`config.mk`:
```
export PLATFORM = sky130hd
export DESIGN_NAME = fft8_frame_sequencer
export DESIGN_NICKNAME = d
export VERILOG_FILES = /design/src/rtl/fft8_frame_sequencer.sv
export SDC_FILE = /design/constraint.sdc
export NUM_CORES = 1
export LEC_CHECK = 0
export ABC_CLOCK_PERIOD_IN_PS = 20500
export CAP_MARGIN = 20
export CORE_MARGIN = 4
export CORE_UTILIZATION = 40
export DETAILED_ROUTE_END_ITERATION = 10
export DONT_BUFFER_PORTS = 1
export PLACE_DENSITY = 0.53
export SLEW_MARGIN = 10
export SYNTH_ARGS = -nofsm -noshare
export SYNTH_HDL_FRONTEND = slang
export SYNTH_SLANG_ARGS = --single-unit
```
`constraint.sdc`:
```
create_clock -name clk -period 20.5 [get_ports clk]
set_input_delay 3.075 -clock clk [delete_from_list [all_inputs] [get_ports clk]]
set_output_delay 3.075 -clock clk [all_outputs]
set_load 0.02 [all_outputs]
```
`src/rtl/fft8_frame_sequencer.sv`:
```
// Serial-to-frame sequencer for the 8-point FFT core.
// Fills one frame while the previous one computes and drains.
module fft8_frame_sequencer #(
  parameter int DATA_W  = 16,
  parameter int TIMEOUT = 15
) (
  input  logic                clk,
  input  logic                rst,
  input  logic                s_valid,
  output logic                s_ready,
  input  logic [DATA_W-1:0]   s_real,
  input  logic [DATA_W-1:0]   s_imag,
  output logic                m_valid,
  input  logic                m_ready,
  output logic [DATA_W-1:0]   m_real,
  output logic [DATA_W-1:0]   m_imag,
  output logic                m_last,
  output logic [8*DATA_W-1:0] core_in_real,
  output logic [8*DATA_W-1:0] core_in_imag,
  output logic                core_write,
  input  logic                core_ready,
  input  logic [8*DATA_W-1:0] core_out_real,
  input  logic [8*DATA_W-1:0] core_out_imag,
  output logic [15:0]         frame_count,
  output logic                timeout_err
);

  localparam int CW = $clog2(TIMEOUT + 1);

  typedef enum logic [1:0] {
    S_IDLE,
    S_WRITE,
    S_WAIT
  } state_t;

  state_t state, nxt;

  logic [DATA_W-1:0] in_re  [8];
  logic [DATA_W-1:0] in_im  [8];
  logic [DATA_W-1:0] out_re [8];
  logic [DATA_W-1:0] out_im [8];

  logic [2:0]    in_idx, out_idx;
  logic          buf_full, out_busy;
  logic [CW-1:0] cnt;
  logic          s_hs, m_hs, last_hs, out_free;
  logic          cap, tmo, cnt_inc;

  assign s_ready  = !buf_full;
  assign s_hs     = s_valid & s_ready;
  assign m_valid  = out_busy;
  assign m_hs     = m_valid & m_ready;
  assign m_last   = out_busy & (out_idx == 3'd7);
  assign last_hs  = m_hs & (out_idx == 3'd7);
  // a frame finishing this cycle frees out_buf for a same-cycle capture
  assign out_free = !out_busy | last_hs;
  assign m_real   = out_re[out_idx];
  assign m_imag   = out_im[out_idx];

  for (genvar k = 0; k < 8; k++) begin : g_pack
    assign core_in_real[k*DATA_W +: DATA_W] = in_re[k];
    assign core_in_imag[k*DATA_W +: DATA_W] = in_im[k];
  end

  always_comb begin
    nxt        = state;
    core_write = 1'b0;
    cap        = 1'b0;
    tmo        = 1'b0;
    cnt_inc    = 1'b0;
    unique case (state)
      S_IDLE: begin
        if (buf_full) nxt = S_WRITE;
      end
      S_WRITE: begin
        core_write = 1'b1;
        nxt        = S_WAIT;
      end
      S_WAIT: begin
        // first WAIT cycle still shows the previous frame's ready
        if (cnt != '0 && core_ready) begin
          if (out_free) begin
            cap = 1'b1;
            nxt = S_IDLE;
          end
        end else if (cnt == CW'(TIMEOUT - 1)) begin
          tmo = 1'b1;
          nxt = S_IDLE;
        end else begin
          cnt_inc = 1'b1;
        end
      end
      default: nxt = S_IDLE;
    endcase
  end

  always_ff @(posedge clk or posedge rst) begin
    if (rst) begin
      state       <= S_IDLE;
      cnt         <= '0;
      timeout_err <= 1'b0;
    end else begin
      state <= nxt;
      if (state == S_WRITE) cnt <= '0;
      else if (cnt_inc)     cnt <= cnt + CW'(1);
      if (tmo) timeout_err <= 1'b1;
    end
  end

  always_ff @(posedge clk or posedge rst) begin
    if (rst) begin
      in_idx   <= '0;
      buf_full <= 1'b0;
      for (int k = 0; k < 8; k++) begin
        in_re[k] <= '0;
        in_im[k] <= '0;
      end
    end else begin
      if (s_hs) begin
        in_re[in_idx] <= s_real;
        in_im[in_idx] <= s_imag;
        in_idx        <= in_idx + 3'd1;
        if (in_idx == 3'd7) buf_full <= 1'b1;
      end
      if (state == S_WRITE) buf_full <= 1'b0;
    end
  end

  always_ff @(posedge clk or posedge rst) begin
    if (rst) begin
      out_idx     <= '0;
      out_busy    <= 1'b0;
      frame_count <= '0;
      for (int k = 0; k < 8; k++) begin
        out_re[k] <= '0;
        out_im[k] <= '0;
      end
    end else begin
      if (m_hs) begin
        out_idx <= out_idx + 3'd1;
        if (out_idx == 3'd7) begin
          out_busy    <= 1'b0;
          frame_count <= frame_count + 16'd1;
        end
      end
      if (cap) begin
        out_busy <= 1'b1;
        out_idx  <= '0;
        for (int k = 0; k < 8; k++) begin
          out_re[k] <= core_out_real[k*DATA_W +: DATA_W];
          out_im[k] <= core_out_imag[k*DATA_W +: DATA_W];
        end
      end
    end
  end

endmodule

```
### Yosys cells after proc, flatten, opt, wreduce, memory -nomap -nowiden

Cells that the tools add are included.

| storage, ports and cells | value |
|---|---|
| flip-flop bits (word level) | 543 |
| input bits | 293 |
| output and inout bits | 309 |
| word-level logic and storage cells | 112 |

| operators by class | value |
|---|---|
| add/sub/neg operators | 4 |
| magnitude comparators | 3 |
| equal/unequal tests | 8 |
| multiplexer cells | 35 |
| bitwise logic cells | 7 |
| reductions and logical operators | 15 |

Operators with widths:

| kind | number |
|---|---|
| bitwise mux 128 bit | 2 |
| binary-select mux 16 bit (select 3 bit) | 2 |
| two-way mux 16 bit | 5 |
| demux 16 bit (select 3 bit) | 1 |
| adder 16 x 1 -> 16 bit (second input constant) | 1 |
| two-way mux 1 bit | 16 |
| nonzero test 2 bit | 5 |
| greater-or-equal comparator 4 bit (second input constant) | 2 |
| two-way mux 2 bit | 4 |
| two-way mux 4 bit | 2 |
| NOT 3 -> 4 bit | 2 |
| adder 3 x 1 -> 3 bit (second input constant) | 2 |
| equality test 3 bit (second input constant) | 2 |
| two-way mux 3 bit | 2 |
| inequality test 3 bit (second input constant) | 2 |
| case mux 2 bit (3 select lines) | 1 |
| AND reduction 2 bit | 3 |
| adder 4 x 1 -> 4 bit (second input constant) | 1 |
| bitwise AND 1 bit | 4 |
| equality test 4 bit (second input constant) | 1 |
| less-than comparator 4 x 1 -> 1 bit (second input constant) | 1 |
| nonzero test 4 bit | 1 |
| AND reduction 3 bit | 1 |
| equality test 2 x 1 -> 1 bit (second input constant) | 1 |
| 6 further kinds | 8 |

### Depth between registers and ports, before layout

| depth | value |
|---|---|
| depth in word-level cells | 8 |
| depth in mapped cells | 8 |
| gate-level depth less buffers | 6 |

### Worst setup path after synthesis

No wires, ideal clock.

| timing | value |
|---|---|
| path kind | reg-to-output |
| from | register out_idx[0] |
| to | output port m_imag[0] |
| arrival | 1.744 ns |
| required time | 17.425 ns |
| path slack | 15.681 ns |
| cell stages (with the launch flop) | 5 |
| path buffers | 2 |
| path through | dfrtp_1 buf_2 buf_2 mux4_2 mux2_2 |

| between the ends | value |
|---|---|
| longest elaborated chain between the ends | 4 |

RTL lines:

| what | line | RTL |
|---|---|---|
| start: declaration | 43 | `logic [2:0] in_idx, out_idx;` |
| start signal: assignment | 140 | `out_idx <= out_idx + 3'd1;` |
| NOT 3 -> 4 bit (not written as such) | 58 | `assign m_imag = out_im[out_idx];` |
| binary-select mux 16 bit (select 3 bit) | 58 |  |
| two-way mux 16 bit (not written as such) (2 in a row) | 58 |  |
| end: declaration | 16 | `output logic [DATA_W-1:0] m_imag,` |

No other way between the ends. The select of a mux whose other input is x is not followed.

### Final worst setup path

Same ends and word-level chain as after synthesis.

==> metrics.csv <==
stage,metric,value,unit
synth,seq_area_frac_synth,60.6,%
synth,synthArstFlopShare,100,%
timing,fmax,159,MHz
clocking,cts_inserted_buffers,58,
timing,slew_viol_final,0,
timing,finalSetupTns,0,ns
run,drv_cap,0,
clocking,cts_resized,0,
floorplan,rows,86,
timing,rsz0062_at_grt,false,
timing,tightestPinTransition,1.07,ns
global_route,antenna_found_initial,23,
synth,syn_area,0.0224,mm²
timing,slew_headroom,28.3,%
floorplan,fp.dieH,245,µm
floorplan,fp.dieW,245,µm
drt,drt-total-wl,62.0,mm
power,power_frac_seq,51.1,%
finish,synthToLayoutAreaGrowth,11.8,%
drt,firstDrtPassIters,4,
clocking,htree_levels,2,
finish,drive_gt1_share,51.5,%
setup_path,cp_num_buf_inv,1,
drt,drt_iter0_drc,467,
floorplan,core_area,0.0553,mm²
status,status,"complete, no violations",
setup_path,endpoint_kind,output pin,
power,power_frac_comb,26.1,%
setup_path,cp-start-kind,flip-flop,
drt,wl_met3,6.72,mm
timing,fin_ws,14.22,ns
power,powerDensity,182,mW/mm²
clocking,hold_buffers,0,
finish,layout.nets,1645,
timing,setup-violations-final,0,
finish,nFillCells,4904,
synth,yosys.cell_types.count,33,
clocking,postCtsSetupBuffers,0,
synth,yosys_warnings,0,
setup_path,required,17.43,ns
power,p_leak,10.8,nW
place,dp_hpwl,43.5,mm
synth,yosys-top-cells-area,"dfrtp_1, mux2_2, mux4_2",
timing,finalCriticalPeriod,6.28,ns
clocking,clk_pin_slew,0.06,ns
power,p_total,4.56,mW
synth,synth_edf_count,0,
synth,ys_top_cells_by_count,"dfrtp_1, mux2_2, mux4_2",
power,p_switching,1.67,mW
global_route,grt_first_pass_wirelength,89.6,mm
finish,finalCoreUtilization,45.3,%
power,p_clk_share,22.8,%
clocking,clk_latency,0.60,ns
drt,wl_met1,24.0,mm
place,pre_cts_ws,14.10,ns
setup_path,worstPathMaxFanout,42,
floorplan,io_pins,602,
place,place.gp.congestion,0.793,
clocking,cts_buffer_depth,3,
clocking,cts-root-buf,clkbuf_16,
synth,ys_ff_latch,543,
drt,wire_per_inst,28.8,µm
drt,drc,0,
timing,final_hold_viol_count,0,
synth,synth_most_common_cell,dfrtp_1,
drt,highest_layer,met5,
global_route,grt_max_degree,165,
synth,synth.avg_cell_area,16.8,µm²
power,swShare,36.7,%
setup_path,worstPathCellList,buf_4 > mux4_2 > mux2_2,
synth,synth_top_area_share,60.6,%
synth,ys.flop_type,dfrtp_1,
clocking,cts_num_sinks,543,
timing,finalCritPeriodShare,30.6,%
setup_path,arrival,3.20,ns
power,power.internal,2.89,mW
setup_path,critPathSlowestCell,buf_4,
timing,skew,0.0151,ns
drt,wl_met2,30.0,mm
synth,synth_area_leader_cell,dfrtp_1,
drt,vias,11453,
setup_path,critPathTopFamily,multiplexers,
synth,synth_nets,1639,
timing,hold_slack,0.470,ns
setup_path,worstSetupPathType,reg -> out,
clocking,cts_tree,done,
global_route,grt.overflow.total,0,
global_route,grt_use_total,20.1,%
power,ir_drop,0.0979,mV
synth,syn_inst,1338,
hold_path,hp-class,reg -> reg,
place,io_buffers,0,
floorplan,dieArea,0.0599,mm²
floorplan,start_util,40.6,%
global_route,grt_pass1_vias,12524,
setup_path,critPathMaxStageDelay,0.80,ns
drt,ant_nets,0,
drt,viasPerCell,5.32,
## worst paths after layout
check	slack, ns	from	cells after the start	end
setup reg to reg	16.83	out_idx[2]$_DFFE_PP0P_	7	out_im[117]$_DFFE_PP0P_
setup / recovery	14.22	out_idx[0]$_DFFE_PP0P_	3	m_imag[0]
min in group asynchronous	2.47	rst	1	core_in_imag[52]$_DFFE_PP0P_
hold reg to reg	0.47	state[1]$_DFFE_PP0P_	1	state[0]$_DFFE_PP0P_
max in group asynchronous	14.96	rst	4	out_re[24]$_DFFE_PP0P_
hold / removal	0.47	state[1]$_DFFE_PP0P_	1	state[0]$_DFFE_PP0P_
## through the flow
stage	instance area (µm²)	instances
final	25100	2153
after global routing	25100	2145
after global placement	23000	2028
after CTS	25000	2136
after floorplan	22400	1338
after detailed placement	23100	2031
## power groups by stage
stage | Clock (mW) | Combinational [mW] | Sequential (mW)
final | 1.04 | 1.19 | 2.33
after global routing | 1.12 | 1.29 | 2.40
after CTS | 1.07 | 1.21 | 2.34
after detailed placement | 0 | 1.20 | 2.35
after global placement | 0 | 1.17 | 2.35
after floorplan | 0 | 1.05 | 2.12
## routing by layer
| metal | vias up | GRT usage [%] |
|---|---|---|
| li1 | 4891 | - |
| met1 | 6086 | 24.0 |
| met2 | 378 | 32.5 |
| met3 | 86 | 9.90 |
| met4 | 12 | 5.62 |
| met5 | - | 0 |
## sequential cells by signal (all words and copies together) (netlist names)
| name | count |
|---|---|
| out_im | 128 |
| out_re | 128 |
| core_in_imag | 128 |
| m_valid | 1 |
| cnt | 4 |
| timeout_err | 1 |
| in_idx | 3 |
| out_idx | 3 |
| buf_full | 1 |
| core_in_real | 128 |
| frame_count | 16 |
| state | 2 |
## layout make-up
| type | count | area, µm² | area share (%) |
|---|---|---|---|
| diodes | 16 | 40.0 | 0.160 |
| clock buffers | 88 | 1750 | 6.96 |
| clock inverters | 17 | 151 | 0.604 |
| inverters | 7 | 33.8 | 0.135 |
| multi-input cells | 713 | 8340 | 33.3 |
| flip-flops and latches | 543 | 13600 | 54.2 |
| well taps | 748 | 936 | 3.73 |
| repair buffers | 21 | 230 | 0.918 |
## cell usage in the layout, fill, tap and decap left out, types with 13 or more instances in the layout
cell / synthesis / final
mux4_2: 64 / 64
buf_4: 6 / 16
dfrtp_1: 543 / 540
clkbuf_16: 0 / 59
diode_2: 0 / 16
xnor2_1: 13 / 13
mux2_1: 22 / 22
nand2_1: 20 / 19
clkbuf_8: 0 / 16
mux2_2: 524 / 524
clkbuf_1: 11 / 13
## logic make-up (layout without fill, tap and decap cells)
| family | Yosys count | after routing | share of synthesized area, % |
|---|---|---|---|
| muxes | 613 | 613 | 34.0 |
| adders and majority gates | 8 | 8 | 0.446 |
| AOI/OAI and AO/OA | 8 | 8 | 0.307 |
| and+or+nand+nor | 66 | 66 | 1.55 |
| other | 0 | 16 | 0 |
| DFF | 543 | 543 | 60.6 |
| buffers and inverters | 82 | 133 | 2.45 |
| xor gates and xnor gates | 18 | 18 | 0.703 |
Note: power is estimated with default switching activity, not from simulation.
